==> src/rtl/reg_dump_pkg.sv <==
// rtl/reg_dump_pkg.sv - shared constants and FSM states for the register-file dumper
package reg_dump_pkg;

    localparam logic [7:0] ASCII_X  = 8'h78;
    localparam logic [7:0] ASCII_EQ = 8'h3D;
    localparam logic [7:0] ASCII_LF = 8'h0A;
    localparam logic [7:0] ASCII_0  = 8'h30;
    localparam logic [7:0] ASCII_A  = 8'h41;

    localparam int LINE_LEN = 13;

    typedef enum logic [2:0] {
        ST_IDLE,
        ST_ADDR,
        ST_LOAD,
        ST_SEND,
        ST_NEXT,
        ST_DONE
    } dump_state_t;

endpackage

==> src/rtl/reg_dump_hex_ascii.sv <==
// rtl/reg_dump_hex_ascii.sv - combinational nibble to uppercase ASCII hex digit
module hex_ascii
    import reg_dump_pkg::*;
(
    input  logic [3:0] nibble,
    output logic [7:0] ascii
);

    always_comb begin
        if (nibble < 4'd10) begin
            ascii = ASCII_0 + {4'd0, nibble};
        end else begin
            ascii = ASCII_A + {4'd0, nibble} - 8'd10;
        end
    end

endmodule

==> src/rtl/reg_dump.sv <==
// rtl/reg_dump.sv - sweeps the register-file debug port and streams one ASCII line per register
module reg_dump
    import reg_dump_pkg::*;
#(
    parameter int NUM_REGS = 32,
    parameter int ADDR_W   = 5,
    parameter int DATA_W   = 32
) (
    input  logic              clk,
    input  logic              rst_n,
    input  logic              start,
    output logic              busy,
    output logic              done,
    output logic [ADDR_W-1:0] debug_reg_addr,
    input  logic [DATA_W-1:0] debug_reg_data,
    output logic [7:0]        tx_data,
    output logic              tx_valid,
    input  logic              tx_ready
);

    localparam int HEX_DIGITS = DATA_W / 4;
    localparam logic [3:0] LAST_BYTE = 4'(LINE_LEN - 1);
    localparam logic [ADDR_W-1:0] LAST_IDX = ADDR_W'(NUM_REGS - 1);

    dump_state_t       state, state_nxt;
    logic [ADDR_W-1:0] idx;
    logic [DATA_W-1:0] snap;
    logic [3:0]        cnt;

    logic [5:0] idx6;
    logic [3:0] tens, units;
    logic [3:0] nib;
    logic [7:0] hex_char;

    always_ff @(posedge clk or negedge rst_n) begin
        if (!rst_n) begin
            state <= ST_IDLE;
        end else begin
            state <= state_nxt;
        end
    end

    always_comb begin
        state_nxt = state;
        busy      = 1'b0;
        done      = 1'b0;
        tx_valid  = 1'b0;
        case (state)
            ST_IDLE: begin
                if (start) state_nxt = ST_ADDR;
            end
            ST_ADDR: begin
                busy      = 1'b1;
                state_nxt = ST_LOAD;
            end
            ST_LOAD: begin
                busy      = 1'b1;
                state_nxt = ST_SEND;
            end
            ST_SEND: begin
                busy     = 1'b1;
                tx_valid = 1'b1;
                if (tx_ready && cnt == LAST_BYTE) state_nxt = ST_NEXT;
            end
            ST_NEXT: begin
                busy      = 1'b1;
                state_nxt = (idx == LAST_IDX) ? ST_DONE : ST_ADDR;
            end
            ST_DONE: begin
                done      = 1'b1;
                state_nxt = ST_IDLE;
            end
            default: state_nxt = ST_IDLE;
        endcase
    end

    // The address is registered at the end of ADDR so LOAD gets a whole cycle of read path.
    always_ff @(posedge clk or negedge rst_n) begin
        if (!rst_n) begin
            idx            <= '0;
            cnt            <= 4'd0;
            snap           <= '0;
            debug_reg_addr <= '0;
        end else begin
            case (state)
                ST_IDLE: if (start) idx <= '0;
                ST_ADDR: debug_reg_addr <= idx;
                ST_LOAD: begin
                    snap <= (idx == '0) ? '0 : debug_reg_data;
                    cnt  <= 4'd0;
                end
                ST_SEND: if (tx_ready && cnt != LAST_BYTE) cnt <= cnt + 4'd1;
                ST_NEXT: if (idx != LAST_IDX) idx <= idx + ADDR_W'(1);
                default: ;
            endcase
        end
    end

    assign idx6 = 6'(idx);

    always_comb begin
        tens  = 4'd0;
        units = idx6[3:0];
        if (idx6 >= 6'd30) begin
            tens  = 4'd3;
            units = 4'(idx6 - 6'd30);
        end else if (idx6 >= 6'd20) begin
            tens  = 4'd2;
            units = 4'(idx6 - 6'd20);
        end else if (idx6 >= 6'd10) begin
            tens  = 4'd1;
            units = 4'(idx6 - 6'd10);
        end
    end

    always_comb begin
        nib = 4'd0;
        for (int k = 0; k < HEX_DIGITS; k++) begin
            if (cnt == 4'(4 + k)) nib = snap[DATA_W-4-4*k +: 4];
        end
    end

    hex_ascii u_hex_ascii (
        .nibble (nib),
        .ascii  (hex_char)
    );

    always_comb begin
        tx_data = 8'h00;
        if (state == ST_SEND) begin
            if (cnt == 4'd0)           tx_data = ASCII_X;
            else if (cnt == 4'd1)      tx_data = ASCII_0 + {4'd0, tens};
            else if (cnt == 4'd2)      tx_data = ASCII_0 + {4'd0, units};
            else if (cnt == 4'd3)      tx_data = ASCII_EQ;
            else if (cnt == LAST_BYTE) tx_data = ASCII_LF;
            else                       tx_data = hex_char;
        end
    end

endmodule

==> config.mk <==
export PLATFORM = sky130hd
export DESIGN_NAME = reg_dump
export DESIGN_NICKNAME = d
export VERILOG_FILES = /design/src/rtl/reg_dump_pkg.sv /design/src/rtl/reg_dump_hex_ascii.sv /design/src/rtl/reg_dump.sv
export SDC_FILE = /design/constraint.sdc
export NUM_CORES = 1
export LEC_CHECK = 0
export BUFFER_PORTS_ARGS = -buffer_cell sky130_fd_sc_hd__buf_2
export CAP_MARGIN = 15
export CORE_ASPECT_RATIO = 0.7
export CORE_MARGIN = 2
export CORE_UTILIZATION = 30
export DETAILED_ROUTE_END_ITERATION = 12
export PLACE_DENSITY = 0.45
export SETUP_SLACK_MARGIN = 0.3
export SLEW_MARGIN = 10
export SYNTH_ARGS = -nofsm -noshare
export SYNTH_HDL_FRONTEND = slang
export SYNTH_SLANG_ARGS = --single-unit
==> constraint.sdc <==
create_clock -name clk -period 3.9 [get_ports clk]
set_input_delay 1.17 -clock clk [delete_from_list [all_inputs] [get_ports clk]]
set_output_delay 1.17 -clock clk [all_outputs]
set_load 0.02 [all_outputs]
==> summary.md <==
| Metric | Value |
|---|---|
| GRT Resource Usage Total | `0.1625` |
| Met3 Use GR | `0.02995` |
| DP HPWL | `slightly above 6 mm` |
| Setup slack after layout | `-159.3 ps` |
| CP Data Arrival Time | `2890 ps` |
| CTS clk-pin slew, worst paths | `around 60 ps` |
| Hold Slack | `approximately 500 ps` |
| Synthesis Warnings | `0` |
| #FFs+latches synth | `a little under 50` |
| Core ar. | `between 9000 and 10000 µm²` |
| Critical path origin | `cnt[1]` |
| Worst Min Path Start | `debug_reg_addr[4]` |
| Layout area overhead | `33.17%` |
| Setup crit start kind | `flip-flop` |
| Via/cell ratio | `5.176` |
| Status | `finished, violations left` |
| Async set-reset flop share out of synthesis | `1.000` |
| Initial antenna violation count | `0` |
| WS Path Type | `reg -> out` |
| Hold Path Class | `reg -> reg` |
| Yosys top cell by area | `dfrtp_1` |
| Peak VDD IR | `between 200 and 300 µV` |
| Synth top area share | `0.4053` |
| Skew-Pair Late Insertion Delay | `slightly below 300 ps` |
| IO Port Bufs | `50` |
| Global-route wire length before repair | `13.62 mm` |
| Starting density of the core | `0.3100` |
| Die area | `around 11000 µm²` |
| Post-Syn Area | `around 3000 µm²` |
| TritonCTS clock tree | `built` |
| R2R Setup Slk | `1780 ps` |
| Max incr delay on CP | `410 ps` |
| Antenna Nets Post-Route | `0` |
| H-Tree Depth | `2` |
| CTS root buf | `clkbuf_16` |
| Detailed-route wire length per cell | `between 15 and 20 µm` |
| Worst setup EP type | `output pin` |
| Synth Area in XOR/XNOR | `0.01158` |
| Via count | `approximately 2600` |
| Setup violations, final | `1` |
| Setup WS pre-CTS | `-59.47 ps` |
| Total power | `~2.7 mW` |
| PwrDens | `671.2 nW/µm²` |
| Final Wtd Congestion | `between 0.8 and 0.9` |
| Max Cap Violations | `0` |
| Synth cell types | `57` |
| Post-synthesis sequential area ratio | `0.4053` |
| Mux contribution to synthesized area | `0.02564` |
| Die X | `124.0 µm` |
| Failing checks | `setup timing` |
| Diode count | `0` |
| Die H | `88.02 µm` |
| Fin crit period | `roughly 4100 ps` |
| Clock skew | `~3.8 ps` |
| DRC Markers | `0` |
| Number of enable flip-flop cells after synthesis | `0` |
| Global routing's busiest layer | `met1` |
| 1st-pass router iterations | `4` |
| Synth Area in Compound Gates | `0.2849` |
| Clock Power Share | `0.179` |
| Most frequent cells in the layout | `dfrtp_1, buf_2, a22o_1` |
| Top cells by area, synth | `dfrtp_1, a22o_1, ha_1, a221o_1, mux2_2` |
| Sw Share | `0.4023` |
| Proportion of layout cells with a drive suffix above 1 | `0.3896` |
| Comb pwr share | `0.605` |
| Seq pwr share | `0.216` |
| Mapped Nets | `349` |
| Slowest CP cell | `dfrtp_1` |
| Synth Area in Adders | `0.06203` |
| Lkg Pwr | `between 1.5 and 2 nW` |
| Pin count of the biggest net entering global routing | `38` |
| Std-Cell Rows | `30` |
| Hold Fails Final Rpt | `0` |
| Nets | `418` |
| GRT overflow | `0` |
| Final wirelength | `8.572 mm` |
| Worst EP required | `between 2000 and 3000 ps` |
| Commonest non-fill, non-tap cell in the layout | `dfrtp_1` |
| Post-Syn Area per Cell | `10.15 µm²` |
| Fmax | `approximately 0.25 GHz` |
| Largest family of logic cells by synthesized area | `compound AO/OA/AOI/OAI gates` |
| Pint | `1.616 mW` |
| Vias in the first global route | `roughly 2500` |
| Rel. slew slack | `0.4206` |
| Sw Pwr | `~1.1 mW` |
| IO Count | `52` |
| Initial DRC Count | `roughly 170` |
| Max Buffers Root-to-Sink | `2` |
| Worst Max-Slew Pin Slew | `around 870 ps` |
| Most common cell on crit path | `ha_4` |
| Crit-path max FO | `6` |
| Gate Count Post-Synth | `~300` |
| CTS sink count | `49` |
| CP Cell Sequence | `buf_6 > ha_4 > or2_4 > a221o_1 > nand3_1 > o21ai_2 > ha_4 > or3b_4 > a221oi_4 > a21oi_2 > buf_4` |
| RSZ-0062 raised after global routing | `true` |
| M1 GR Usage | `0.2720` |
| # hold bufs at CTS | `0` |
| Post-synth top flop | `dfrtp_1` |
| Max-slew violation count | `0` |
| Post-route clock period utilization | `1.041` |
| Num CTS Buffers | `5` |
| Met2 usage | `0.2118` |
| Simple-gate area share of the yosys netlist | `0.1518` |
| R2R Path Start | `idx[0]` |
Yosys cell counts (6+ instances only):
cell	number
a21oi_1	10
a221o_1	8
a22o_1	40
buf_2	10
clkbuf_1	7
dfrtp_1	49
ha_1	15
inv_1	15
mux2_2	6
nand2_1	15
nand3_1	10
nor2_1	8
nor2b_1	7
nor3_1	6
o21ai_0	12
through the flow:
step                      setup TNS (ps)  area (µm²)  std cells    util
after floorplan                        0        3063        298       -
after global placement            -26.91        3495        472  0.3581
after detailed placement          -59.47        3495        472  0.3581
after CTS                         -149.2        3876        490  0.3972
after global routing              -377.1        4029        495  0.4128
final                             -159.3        4029        495  0.4128
sequential cells by signal, summed over array words and instances, names as in the netlist:
signal / cells
cnt: 4
debug_reg_addr: 5
idx: 5
snap: 32
state: 3
power by group through the flow:
stage / registers [mW] / clock network, mW / logic, mW
2_1_floorplan: 0.566 / 0 / 0.882
4_1_cts: 0.584 / 0.500 / 1.46
3_5_place_dp: 0.584 / 0 / 1.20
6_report: 0.585 / 0.485 / 1.63
3_3_place_gp: 0.584 / 0 / 1.20
5_1_grt: 0.590 / 0.527 / 1.76
worst max-delay path, delay by kind of cell (launching register included):
kind,cells,cell delay [ps]
compound gates,4,690
fa+ha+maj,2,450
buf+inv,2,310
flops,1,410
simple gates,3,740
path summary, 6_finish.rpt:
| kind | endpoint | cells after the start |
|---|---|---|
| max in group asynchronous | snap[27] | 2 |
| worst min-delay path | debug_reg_addr[4] | 1 |
| min in group asynchronous | debug_reg_addr[0] | 1 |
| worst max register to register | idx[2] | 8 |
| worst min register to register | debug_reg_addr[4] | 1 |
| worst max-delay path | tx_data[1] | 11 |
final cells by class:
| cell class | count | area (µm²) |
|---|---|---|
| Sequential cell | 49 | 1227 |
| Fill cell | 966 | 5731 |
| Tap cell | 128 | 160.2 |
| Multi-Input combinational cell | 211 | 1833 |
| Inverter | 17 | 66.31 |
| Timing Repair Buffer | 83 | 581.8 |
| Clock inverter | 2 | 35.03 |
| Clock buffer | 5 | 125.1 |
cells by family (layout without fill, tap and decap cells):
| kind of cell | Yosys count | after routing |
|---|---|---|
| muxes | 7 | 7 |
| and+or+nand+nor | 78 | 78 |
| xor gates and xnor gates | 4 | 4 |
| AOI/OAI and AO/OA | 106 | 106 |
| DFF | 49 | 49 |
| adders and majority gates | 15 | 15 |
| other | 1 | 1 |
| buffers and inverters | 38 | 107 |
repair_timing:
item / 4_1_cts / 5_1_grt
setup buffers: 11 / 5
pin swaps: 21 / 14
resized for setup: 38 / 22
endpoints found under the hold margin: 0 / 0
setup endpoints to repair: 7 / 7
routing by layer:
metal	part of all wire	wire length, µm
met5	0	0
met4	0.0072	62
met3	0.033	284
met2	0.40	3436
met1	0.56	4788
(Power assumes the default switching activity.)
